===== config.mk =====
export PLATFORM = sky130hd
export DESIGN_NAME = memory_access_arbiter
export DESIGN_NICKNAME = d
export VERILOG_FILES = /design/src/rtl/memory_access_arbiter.sv
export SDC_FILE = /design/constraint.sdc
export NUM_CORES = 1
export LEC_CHECK = 0
export ABC_AREA = 1
export ABC_CLOCK_PERIOD_IN_PS = 6050
export CAP_MARGIN = 20
export CORE_UTILIZATION = 65
export DETAILED_ROUTE_END_ITERATION = 10
export DONT_BUFFER_PORTS = 1
export GPL_ROUTABILITY_DRIVEN = 0
export PLACE_DENSITY = 0.88
export RECOVER_POWER = 100
export SLEW_MARGIN = 10
export SYNTH_ARGS = -nofsm -noshare
export SYNTH_HDL_FRONTEND = slang
export SYNTH_SLANG_ARGS = --single-unit

===== constraint.sdc =====
create_clock -name clk -period 6.05 [get_ports clk]
set_input_delay 0.9075 -clock clk [delete_from_list [all_inputs] [get_ports clk]]
set_output_delay 0.9075 -clock clk [all_outputs]
set_load 0.01 [all_outputs]

===== src/rtl/memory_access_arbiter.sv =====
// Shares one memory tile's write and read ports among NUM_REQ requesters with
// independent round-robin arbiters, write/read collision blocking and fixed-latency read return.

module mem_arb_lane #(
  parameter int ADDR_WIDTH = 9
) (
  input  logic                  valid,
  input  logic                  we,
  input  logic [ADDR_WIDTH-1:0] addr,
  input  logic [ADDR_WIDTH-1:0] wr_addr,
  output logic                  wcand,
  output logic                  rcand,
  output logic                  addr_hit
);
  assign wcand    = valid & we;
  assign rcand    = valid & ~we;
  assign addr_hit = (addr == wr_addr);
endmodule

module memory_access_arbiter #(
  parameter int NUM_REQ    = 4,
  parameter int ADDR_WIDTH = 9,
  parameter int DATA_WIDTH = 8
) (
  input  logic                             clk,
  input  logic                             reset,
  input  logic                             enable,
  input  logic [NUM_REQ-1:0]               req_valid,
  input  logic [NUM_REQ-1:0]               req_we,
  input  logic [NUM_REQ*ADDR_WIDTH-1:0]    req_addr,
  input  logic [NUM_REQ*DATA_WIDTH-1:0]    req_wdata,
  output logic [NUM_REQ-1:0]               req_ready,
  output logic [NUM_REQ-1:0]               rsp_valid,
  output logic [DATA_WIDTH-1:0]            rsp_rdata,
  output logic [ADDR_WIDTH-1:0]            mem_waddr,
  output logic [DATA_WIDTH-1:0]            mem_data_in,
  output logic                             mem_wen,
  output logic [ADDR_WIDTH-1:0]            mem_raddr,
  output logic                             mem_ren,
  input  logic [DATA_WIDTH-1:0]            mem_data_out
);
  localparam int IDW    = $clog2(NUM_REQ);
  localparam int STAGES = 1;

  logic [NUM_REQ-1:0][ADDR_WIDTH-1:0] addr_a;
  logic [NUM_REQ-1:0][DATA_WIDTH-1:0] wdata_a;
  logic [NUM_REQ-1:0]                 wcand, rcand, addr_hit;
  logic [IDW-1:0]                     wptr, rptr, wsel, rsel;
  logic                               wfound, rfound, go, collide, wgnt, rgnt;
  logic [STAGES:0]                    vld_pipe;
  logic [STAGES:0][IDW-1:0]           id_pipe;

  assign addr_a  = req_addr;
  assign wdata_a = req_wdata;

  // Each lane compares its address against the selected write so the read
  // winner's collision bit is a simple index.
  for (genvar i = 0; i < NUM_REQ; i++) begin : g_lane
    mem_arb_lane #(.ADDR_WIDTH(ADDR_WIDTH)) u_lane (
      .valid    (req_valid[i]),
      .we       (req_we[i]),
      .addr     (addr_a[i]),
      .wr_addr  (addr_a[wsel]),
      .wcand    (wcand[i]),
      .rcand    (rcand[i]),
      .addr_hit (addr_hit[i])
    );
  end

  always_comb begin
    wfound = 1'b0;
    wsel   = '0;
    rfound = 1'b0;
    rsel   = '0;
    for (int k = 0; k < NUM_REQ; k++) begin
      if (!wfound && wcand[IDW'((int'(wptr) + k) % NUM_REQ)]) begin
        wfound = 1'b1;
        wsel   = IDW'((int'(wptr) + k) % NUM_REQ);
      end
      if (!rfound && rcand[IDW'((int'(rptr) + k) % NUM_REQ)]) begin
        rfound = 1'b1;
        rsel   = IDW'((int'(rptr) + k) % NUM_REQ);
      end
    end
  end

  assign go      = enable & ~reset;
  // The priority read winner is held back rather than passed over, so a
  // same-address read always lands after the write commits.
  assign collide = wfound & rfound & addr_hit[rsel];
  assign wgnt    = go & wfound;
  assign rgnt    = go & rfound & ~collide;

  always_comb begin
    req_ready = '0;
    if (wgnt) req_ready[wsel] = 1'b1;
    if (rgnt) req_ready[rsel] = 1'b1;
  end

  always_comb begin
    rsp_valid = '0;
    if (vld_pipe[STAGES]) rsp_valid[id_pipe[STAGES]] = 1'b1;
  end
  assign rsp_rdata = mem_data_out;

  always_ff @(posedge clk) begin
    if (reset) begin
      wptr        <= '0;
      rptr        <= '0;
      mem_wen     <= 1'b0;
      mem_ren     <= 1'b0;
      mem_waddr   <= '0;
      mem_raddr   <= '0;
      mem_data_in <= '0;
      vld_pipe    <= '0;
      id_pipe     <= '0;
    end else begin
      mem_wen <= wgnt;
      mem_ren <= rgnt;
      if (wgnt) begin
        wptr        <= IDW'((int'(wsel) + 1) % NUM_REQ);
        mem_waddr   <= addr_a[wsel];
        mem_data_in <= wdata_a[wsel];
      end
      if (rgnt) begin
        rptr      <= IDW'((int'(rsel) + 1) % NUM_REQ);
        mem_raddr <= addr_a[rsel];
      end
      vld_pipe <= {vld_pipe[STAGES-1:0], rgnt};
      id_pipe  <= {id_pipe[STAGES-1:0], rsel};
    end
  end
endmodule

# After elaboration in Yosys (flattened, before gate mapping)
# Index checks and enable logic that the tools add are counted.
[totals] ff_bits=38 inputBits=87 output_inout_bits=44 elab_cells=129
[classes] add_sub_neg=8 magnitude_cmp=14 eq_ne=4 muxes=57 bitwise=21 reduce_logical=15
[ops] op="binary-select mux 9 bit (select 2 bit)" count=2
[ops] op="== test 9 bit" count=4
[ops] op="< comparator 2 x 4 -> 1 bit (second input constant)" count=8
[ops] op="2-to-1 mux 1 bit" count=28
[ops] op="binary-select mux 1 bit (select 2 bit)" count=9
[ops] op="2-to-1 mux 9 bit" count=2
[ops] op="binary-select mux 8 bit (select 2 bit)" count=1
[ops] op="2-to-1 mux 2 bit" count=8
[ops] op="AND 1 bit" count=14
[ops] op="2-to-1 mux 4 bit" count=3
[ops] op="logical AND 1 bit" count=9
[ops] op="< comparator 2 x 3 -> 1 bit (second input constant)" count=3
[ops] op="adder 2 x 1 -> 2 bit (second input constant)" count=4
[ops] op="adder 2 bit (second input constant)" count=4
[ops] op="2-to-1 mux 8 bit" count=1
[ops] op="demux 1 bit (select 2 bit)" count=3
[ops] op="greater-or-equal comparator 2 x 1 -> 1 bit (second input constant)" count=3
[ops] op="logical NOT 1 bit" count=6
[ops] op="inverter 1 bit" count=6
[ops] op="OR 4 bit" count=1

# Logic depth before layout (Yosys ltp)
# Gate-level depths: netlist of the first run.
[depth] ltp_word=23 mapped_depth=26 mapped_depth_nobuf=24

# Cells and area by module
# A second synthesis of the first run with hierarchy kept.
[unflattened] hier_cells=748 area_unflattened_um2=3982.6
[by_module_without_submodules] module="memory_access_arbiter" instances=1 cells_per_inst=576 area_each_um2=3266.9 seq_area_each_um2=740.7
[by_module_without_submodules] module="mem_arb_lane" instances=4 cells_per_inst=43 area_each_um2=178.9 seq_area_each_um2=0.0

# Least setup slack after synthesis of the first run
# No wires, ideal clock.
[synth_timing] path_kind="input -> output" from="input port req_we[2]" to="output port req_ready[0]" t_arrival_ns=2.983 required_ns=5.142 path_slack_ns=2.159 cell_stages=21 path_buffers=2 cell_sequence="nand2_1 > nand2_2 > nand2_1 > nand2_2 > nand2_4 > nand4_1 > a21oi_4 > buf_8 > nand3_4 > nand2_4 > xor2_1 > nand2_1 > nor2_1 > nand2_1 > nand3_2 > nand3_4 > nand2_4 > inv_4 > buf_8 > nand2_1 > nand2_1"
[synth_between] elab_chain_cells=23 word_cells_on_any_way=82 cone_classes="order compare: 4; eq/ne: 4; mux: 50; bitwise: 10; reduce/logical: 14"
[synth_lines] item="start: declaration" line_no="29" text="input logic [NUM_REQ-1:0] req_we,"
[synth_lines] item="AND 1 bit" line_no="15" text="assign wcand = valid & we;"
[synth_lines] item="binary-select mux 1 bit (select 2 bit)" line_no="76" text="if (!wfound && wcand[IDW'((int'(wptr) + k) % NUM_REQ)]) begin"
[synth_lines] item="2-to-1 mux 1 bit (implied by the code) (2 in a row)" line_no="76"
[synth_lines] item="2-to-1 mux 1 bit" line_no="76"
[synth_lines] item="logical NOT 1 bit" line_no="76"
[synth_lines] item="logical AND 1 bit" line_no="76"
[synth_lines] item="2-to-1 mux 1 bit" line_no="76"
[synth_lines] item="logical NOT 1 bit" line_no="76"
[synth_lines] item="(+6 left out)"
[synth_lines] item="2-to-1 mux 9 bit (implied by the code)" line_no="63" text=".wr_addr (addr_a[wsel]),"
[synth_lines] item="== test 9 bit" line_no="17" text="assign addr_hit = (addr == wr_addr);"
[synth_lines] item="binary-select mux 1 bit (select 2 bit)" line_no="90" text="assign collide = wfound & rfound & addr_hit[rsel];"
[synth_lines] item="2-to-1 mux 1 bit (implied by the code)" line_no="90"
[synth_lines] item="AND 1 bit" line_no="90"
[synth_lines] item="inverter 1 bit" line_no="92" text="assign rgnt = go & rfound & ~collide;"
[synth_lines] item="AND 1 bit" line_no="92"
[synth_lines] item="2-to-1 mux 4 bit (*)" line_no="97" text="if (rgnt) req_ready[rsel] = 1'b1;"
[synth_lines] item="end: declaration" line_no="32" text="output logic [NUM_REQ-1:0] req_ready,"
# Every way passes the cells marked *; elsewhere a longest branch is shown, timed or not. The select of a mux whose other input is x is not followed.

# Worst setup path in the final report of the first run
[layout_timing] from="register wptr[0]" to="output port req_ready[3]"
[layout_between] elab_chain_cells=22 word_cells_on_any_way=50 cone_classes="add/sub: 3; order compare: 2; eq/ne: 4; mux: 28; bitwise: 6; reduce/logical: 7"
[layout_lines] item="start: declaration" line_no="48" text="logic [IDW-1:0] wptr, rptr, wsel, rsel;"
[layout_lines] item="start signal: assignment" line_no="121" text="wptr <= IDW'((int'(wsel) + 1) % NUM_REQ);"
[layout_lines] item="parallel branches: the longest is 21 deep, another holds adder 2 x 1 -> 2 bit"
[layout_lines] item="2-to-1 mux 4 bit (*)" line_no="97"
# Every way passes the cells marked *. The select of a mux whose other input is x is not followed.

==> results.md, run 1 <==
* Fill cell count at 516
* Die area at 6170 um2
* Worst-path clk slew at ~0.080 ns
* DRC violations left at 0
* Worst reg-to-reg path cell count at 23
* Initial Util at 68.3%
* Clock latency on the worst-skew pair at 0.30 ns
* Fin Setup TNS at 0 ns
* Mapped cell area at between 3000 and 4000 um2
* Post-Syn Instances at 623
* Via density at 6.23
* Final setup fails at 0
* FF+latch area at 741 um2
* Number of global-route vias before repair at 3,673
* Distinct cells, synth at 38
* Critical path endpoint category: primary output
* # nets final at 693
* Io pins at 131
* First-pass GRT wire length at 17.0 mm
* CTS tree: yes
* DRT antenna net count at 0
* FF-to-FF Start: wptr[0]
* CTS sink count at 37
* Critical Path Start Type: register
* Count of pins over their slew limit at 0
* Crit path required time at about 5.1 ns
* Register area share after synthesis at 19.5%
* Syn_nets at 718
* Hold-fix buffers, CTS at 0
* Synthesized flop and latch total at 37
* Warnings from Yosys at 0
* Num CTS Buffers at 5
* Multi-input logic area at 2550 um2
* Slew Limit Headroom at between 40% and 50%
* Post-CTS sizing at 0
* CTS root buffer: clkbuf_8
* Hold_sp: id_pipe[1]
* FFs w/ async S/R, synth at 0%
* WHS Endpoint: id_pipe[3]
* Hold Crit Class: reg2reg
* Drt first pass iters at 6
* Drt total wl at 10.6 mm
* Status: completed
* Unrepaired setup endpoints after global routing: false
* DIE WIDTH at slightly below 80 um
* Postcts setup bufs at 0
* Worst EP arrival at 4.53 ns
* Row cnt at 27
* Initial antenna violation count at 0
* Kind of critical path: reg2out
* Post-synth EDFFs at 0
* Chip height at roughly 79 um
* Primary FF master, synth: dfxtp_1
* R2R setup slack at roughly 1.7 ns
* Iteration-0 DRC Markers at 447
* Htree depth at 2
* Final hold vios at 0
* Clock buffer depth at 2
* Average size of a mapped cell at 6.11 um2
* GRT overflow at 0
* All-Layer GR Usage at 34.1%
* Final HPWL DP at around 7.7 mm
* Fmax at 184 MHz
* Largest net degree at the start of global routing at 42
* Wire per inst at approximately 16 um
* Slew @ Worst Pin at between 0.8 and 0.9 ns
* Final worst path period need at 5.44 ns
* Share of cells above drive strength 1 at 10.2%
* Maxcap violations at 0
* Core area at 5570 um2
* Hold path cells at 2
* Setup Skew at 0.00444 ns
* FF-to-FF End: mem_raddr[3]
* Port bufs at 0
* CP Max Fanout at 41
* Final worst path period share at ~90%
* Vias after detailed routing at 4,181
* Synth-to-Final Area Change at -0.296%
* Antenna diodes at 0
routing by layer:
| layer | global-route usage, % | wire length (um) | up-vias |
|---|---|---|---|
| met2 | 55.5 | 4990 | 244 |
| met1 | 42.4 | 4190 | 1869 |
| met3 | 8.37 | 1120 | 35 |
| met4 | 14.6 | 262 | 0 |
| met5 | 0 | 0 | - |
| li1 | - | - | 2033 |
cell usage in the layout (no fill, tap or decap), types with 6 or more instances in the layout:
cell type and instances:
nand2_1 168, nand3_1 72, inv_1 55, nor2_1 52, o21ai_0 45, dfxtp_1 37
a21oi_1 33, nand4_1 25, nand3_2 13, a31oi_1 10, nand2_2 9, ha_1 8
nor3_1 6, xor2_1 6, a221oi_1 6, a31o_2 6
how the worst max path moves through the flow:
stage / depth (start not counted) / endpoint / from / slack [ns]
floorplan: 21 / req_ready[0] / req_we[2] / 2.16
global placement: 24 / req_ready[0] / req_we[2] / 1.11
detailed placement: 24 / req_ready[2] / req_we[2] / 0.92
CTS: 24 / req_ready[2] / wptr[0] / 0.77
global route: 24 / req_ready[2] / wptr[0] / 0.15
finish: 23 / req_ready[3] / wptr[0] / 0.61
worst max-delay path, cell delays in order (launching register included):
cell	delay (ns)
dfxtp_1	0.60
inv_2	0.17
nand2_1	0.13
nand2_1	0.09
nand2_1	0.11
nand2_4	0.08
nand2_1	0.09
nand2_1	0.06
nand2_2	0.34
nand3_2	0.76
nand2_1	0.30
nand3_1	0.23
nand2_1	0.20
nand2_1	0.08
nand2_1	0.07
nand2_1	0.06
nor2_1	0.08
nand3_1	0.09
nand3_1	0.14
nand3_4	0.16
nand2_4	0.12
inv_4	0.09
nand2_1	0.07
nand2_1	0.09
Yosys cell counts (2+ instances only):
cell,instances,share of area [%]
a21oi_1,33,4.3
clkinv_1,3,0.30
nand3_2,14,3.7
nand2_1,165,16
o21a_1,4,0.79
buf_8,2,0.79
nand2_2,12,2.0
nand3_1,71,9.3
buf_4,11,2.2
inv_1,55,5.4
nor2_4,5,1.5
nor2_1,49,4.8
a221oi_1,6,1.4
clkbuf_1,13,1.3
nor2_2,5,0.82
ha_1,8,2.6
o211ai_1,2,0.39
xor2_1,6,1.4
dfxtp_1,37,19
buf_6,3,0.89
o21ai_1,2,0.26
a31o_2,6,1.4
nand4_1,24,3.9
nand2_4,3,0.89
a31oi_1,10,1.6
nor3_1,6,0.79
o21ai_0,45,5.9
buf_2,8,1.1
nand3_4,5,2.3
inv_2,2,0.20
registers in the layout (all words and copies together) (netlist names):
name	flops
mem_raddr	9
mem_waddr	9
mem_data_in	8
id_pipe	4
rptr	2
vld_pipe	2
wptr	2
mem_wen	1
cell type report:
type,count,share of cell area (%)
clock inverter,3,1.81
clock buffer,5,1.81
multi-input combinational,487,67.3
inverter,61,6.10
sequential,37,19.5
timing repair buffer,6,1.09
tap,72,2.37
logic make-up (layout without fill, tap and decap cells):
kind of cell | Yosys count | in the layout | synth area share [%]
simple gates | 362 | 362 | 47.0
compound gates | 110 | 110 | 17.0
buf+inv | 99 | 75 | 12.4
flops | 37 | 37 | 19.5
fa+ha+maj | 8 | 8 | 2.63
xor+xnor | 7 | 7 | 1.61
metrics by stage:
stage | setup WS (ns) | hold slack [ns] | area, um2 | utilization (%) | std cells
after global placement | 1.11 | 0.392 | 3700 | 66.4 | 663
after CTS | 0.765 | 0.412 | 3840 | 68.9 | 671
after floorplan | 2.16 | 0.388 | 3810 | - | 623
final | 0.615 | 0.408 | 3790 | 68.1 | 671
after global routing | 0.146 | 0.432 | 3790 | 68.1 | 671
after detailed placement | 0.923 | 0.399 | 3700 | 66.4 | 663
Power of run 1 is left out: the tool's default activity adds up to more than one toggle a clock period on the data nets, which glitch-free logic cannot reach.
==> run 2, diff against run 1 <==
==> constraint.sdc (replaced) <==
create_clock -name clk -period 6.05 [get_ports clk]
set_input_delay 0.3025 -clock clk [delete_from_list [all_inputs] [get_ports clk]]
set_output_delay 0.3025 -clock clk [all_outputs]
set_load 0.01 [all_outputs]
==> results.md, run 2 (synthesis results as in run 1) <==
* Hold path cells at 1 (-1)
* Antenna diodes at 0 (unchanged)
* Final worst path period need at 5.20 ns (-0.234 ns)
* CP Max Fanout at 41 (unchanged)
* Postcts setup bufs at 0 (unchanged)
* # nets final at 687 (-0.87%)
* Critical Path Start Type: register
* Clock latency on the worst-skew pair at 0.30 ns (about the same)
* Die area at 6170 um2 (unchanged)
* Hold Crit Class: in2reg
* Fill cell count at 541 (+4.8%)
* Share of cells above drive strength 1 at 9.44% (-0.74 points)
* Drt total wl at 10.5 mm (-0.24%)
* Kind of critical path: reg2out
* Chip height at 78.5 um (unchanged)
* Slowest cell on crit path: nand3_2
* DRC violations left at 0 (unchanged)
* All-Layer GR Usage at 33.3% (-0.81 points)
* Critical path endpoint category: primary output
* CTS root buffer: clkbuf_8
* Port bufs at 0 (unchanged)
* Htree depth at 2 (unchanged)
* Clock buffer depth at 2 (unchanged)
* Final hold vios at 0 (unchanged)
* CTS tree: yes
* Slew Limit Headroom at 34.6% (-6.0 points)
* Initial antenna violation count at 0 (unchanged)
* Hold_sp: reset
* Number of global-route vias before repair at 3,624 (-1.3%)
* Synth-to-Final Area Change at -2.43%
* GRT overflow at 0 (unchanged)
* CTS sink count at 37 (unchanged)
* Iteration-0 DRC Markers at 353 (-21%)
* Num CTS Buffers at 5 (unchanged)
* Commonest non-fill, non-tap cells in the layout: nand2_1, nand3_1, inv_1
* Setup Skew at 0.00525 ns (+0.000809 ns)
* Hold-fix buffers, CTS at 0 (unchanged)
* Io pins at 131 (unchanged)
* WHS Endpoint: id_pipe[2]
* Worst path most repeated cell: nand2_1
* Status: completed
* FF-to-FF End: mem_raddr[4]
* Via density at 6.22 (-0.11%)
* Wire per inst at 15.8 um (+0.66%)
* Drt first pass iters at 5 (-1)
* Final HPWL DP at 7.68 mm (-0.79%)
* Fmax at 192 MHz (+4.5%)
* Maxcap violations at 0 (unchanged)
* CP cell instances: inv_1 -> nand3_1 -> nand3_1 -> nand2_1 -> nand4_2 -> nand3_2 -> nand2_1 -> nand3_1 -> nand2_1 -> nand2_1 -> nand2_1 -> nor2_1 -> nand2_1 -> nor2_1 -> nand2_1 -> nand3_1 -> nand3_4 -> nand2_1 -> inv_4 -> nand2_1 -> nand2_1
* R2R setup slack at 1.34 ns (-0.37 ns)
* Final worst path period share at 86.0% (-3.9 points)
* Post-CTS sizing at 0 (unchanged)
* Most common cell after layout, fill and taps aside: nand2_1
* FF-to-FF Start: wptr[0]
* Core area at 5570 um2 (unchanged)
* Slew @ Worst Pin at 0.980 ns (+0.0889 ns)
* DRT antenna net count at 0 (unchanged)
* Unrepaired setup endpoints after global routing: false
* Biggest regs: mem_raddr (9), mem_waddr (9), mem_data_in (8)
* Delay of the slowest cell on the worst path at 0.89 ns (+0.13 ns)
* First-pass GRT wire length at 16.5 mm (-2.7%)
* Worst-path clk slew at 0.08 ns (about the same)
* Vias after detailed routing at 4,139 (-1.0%)
* Worst reg-to-reg path cell count at 21 (-8.7%)
* Largest net degree at the start of global routing at 42 (unchanged)
* Initial Util at 68.3% (unchanged)
* DIE WIDTH at 78.5 um (unchanged)
* Final setup fails at 0 (unchanged)
* Count of pins over their slew limit at 0 (unchanged)
* Crit path required time at 5.75 ns (+0.61 ns)
* Row cnt at 27 (unchanged)
* Fin Setup TNS at 0 ns (unchanged)
* Worst EP arrival at 4.90 ns (+0.37 ns)
## run 2: worst max path at each step
| stage | start | end | slack, ns | depth (start not counted) |
|---|---|---|---|---|
| floorplan | wptr[0] | req_ready[0] | 3.27 | 20 |
| detailed placement | wptr[0] | req_ready[1] | 1.60 | 21 |
| CTS | wptr[0] | req_ready[1] | 1.26 | 21 |
| finish | wptr[0] | req_ready[1] | 0.85 | 21 |
| global placement | wptr[0] | req_ready[0] | 1.72 | 21 |
| global route | wptr[0] | req_ready[3] | 0.48 | 21 |
## run 2: through the flow
step	utilization (%)	cell area (um2)	cells	setup WS, ns	hold slack (ns)
after floorplan	-	3810	623	3.27	0.374
after global placement	65.6	3660	657	1.72	0.376
after detailed placement	65.6	3660	657	1.60	0.378
after CTS	67.3	3750	665	1.26	0.0689
after global routing	66.6	3710	665	0.482	0.0621
final	66.6	3710	665	0.849	0.0648
## run 2: per-layer routing
layer	track usage (%)	share of wire (%)	up-vias
li1	-	-	2009
met2	55.1	48	245
met5	0	0	-
met4	10.9	2.3	0
met3	7.44	11	27
met1	42.3	40	1858
## run 2: area by class of cell
cell class                      instances  area (um2)  area share [%]
Inverter                               61         231            6.23
Tap cell                               72        90.1            2.43
Clock inverter                          2        13.8           0.371
Clock buffer                            6        82.6            2.22
Multi-Input combinational cell        487        2550            68.8
Sequential cell                        37         741            19.9
## run 2: critical path, delay by kind of cell (launching register included)
| kind | cells | cell delay (ns) |
|---|---|---|
| and+or+nand+nor | 19 | 3.64 |
| buffers and inverters | 2 | 0.36 |
| DFF | 1 | 0.56 |
Power of run 2 is left out for the same reason.
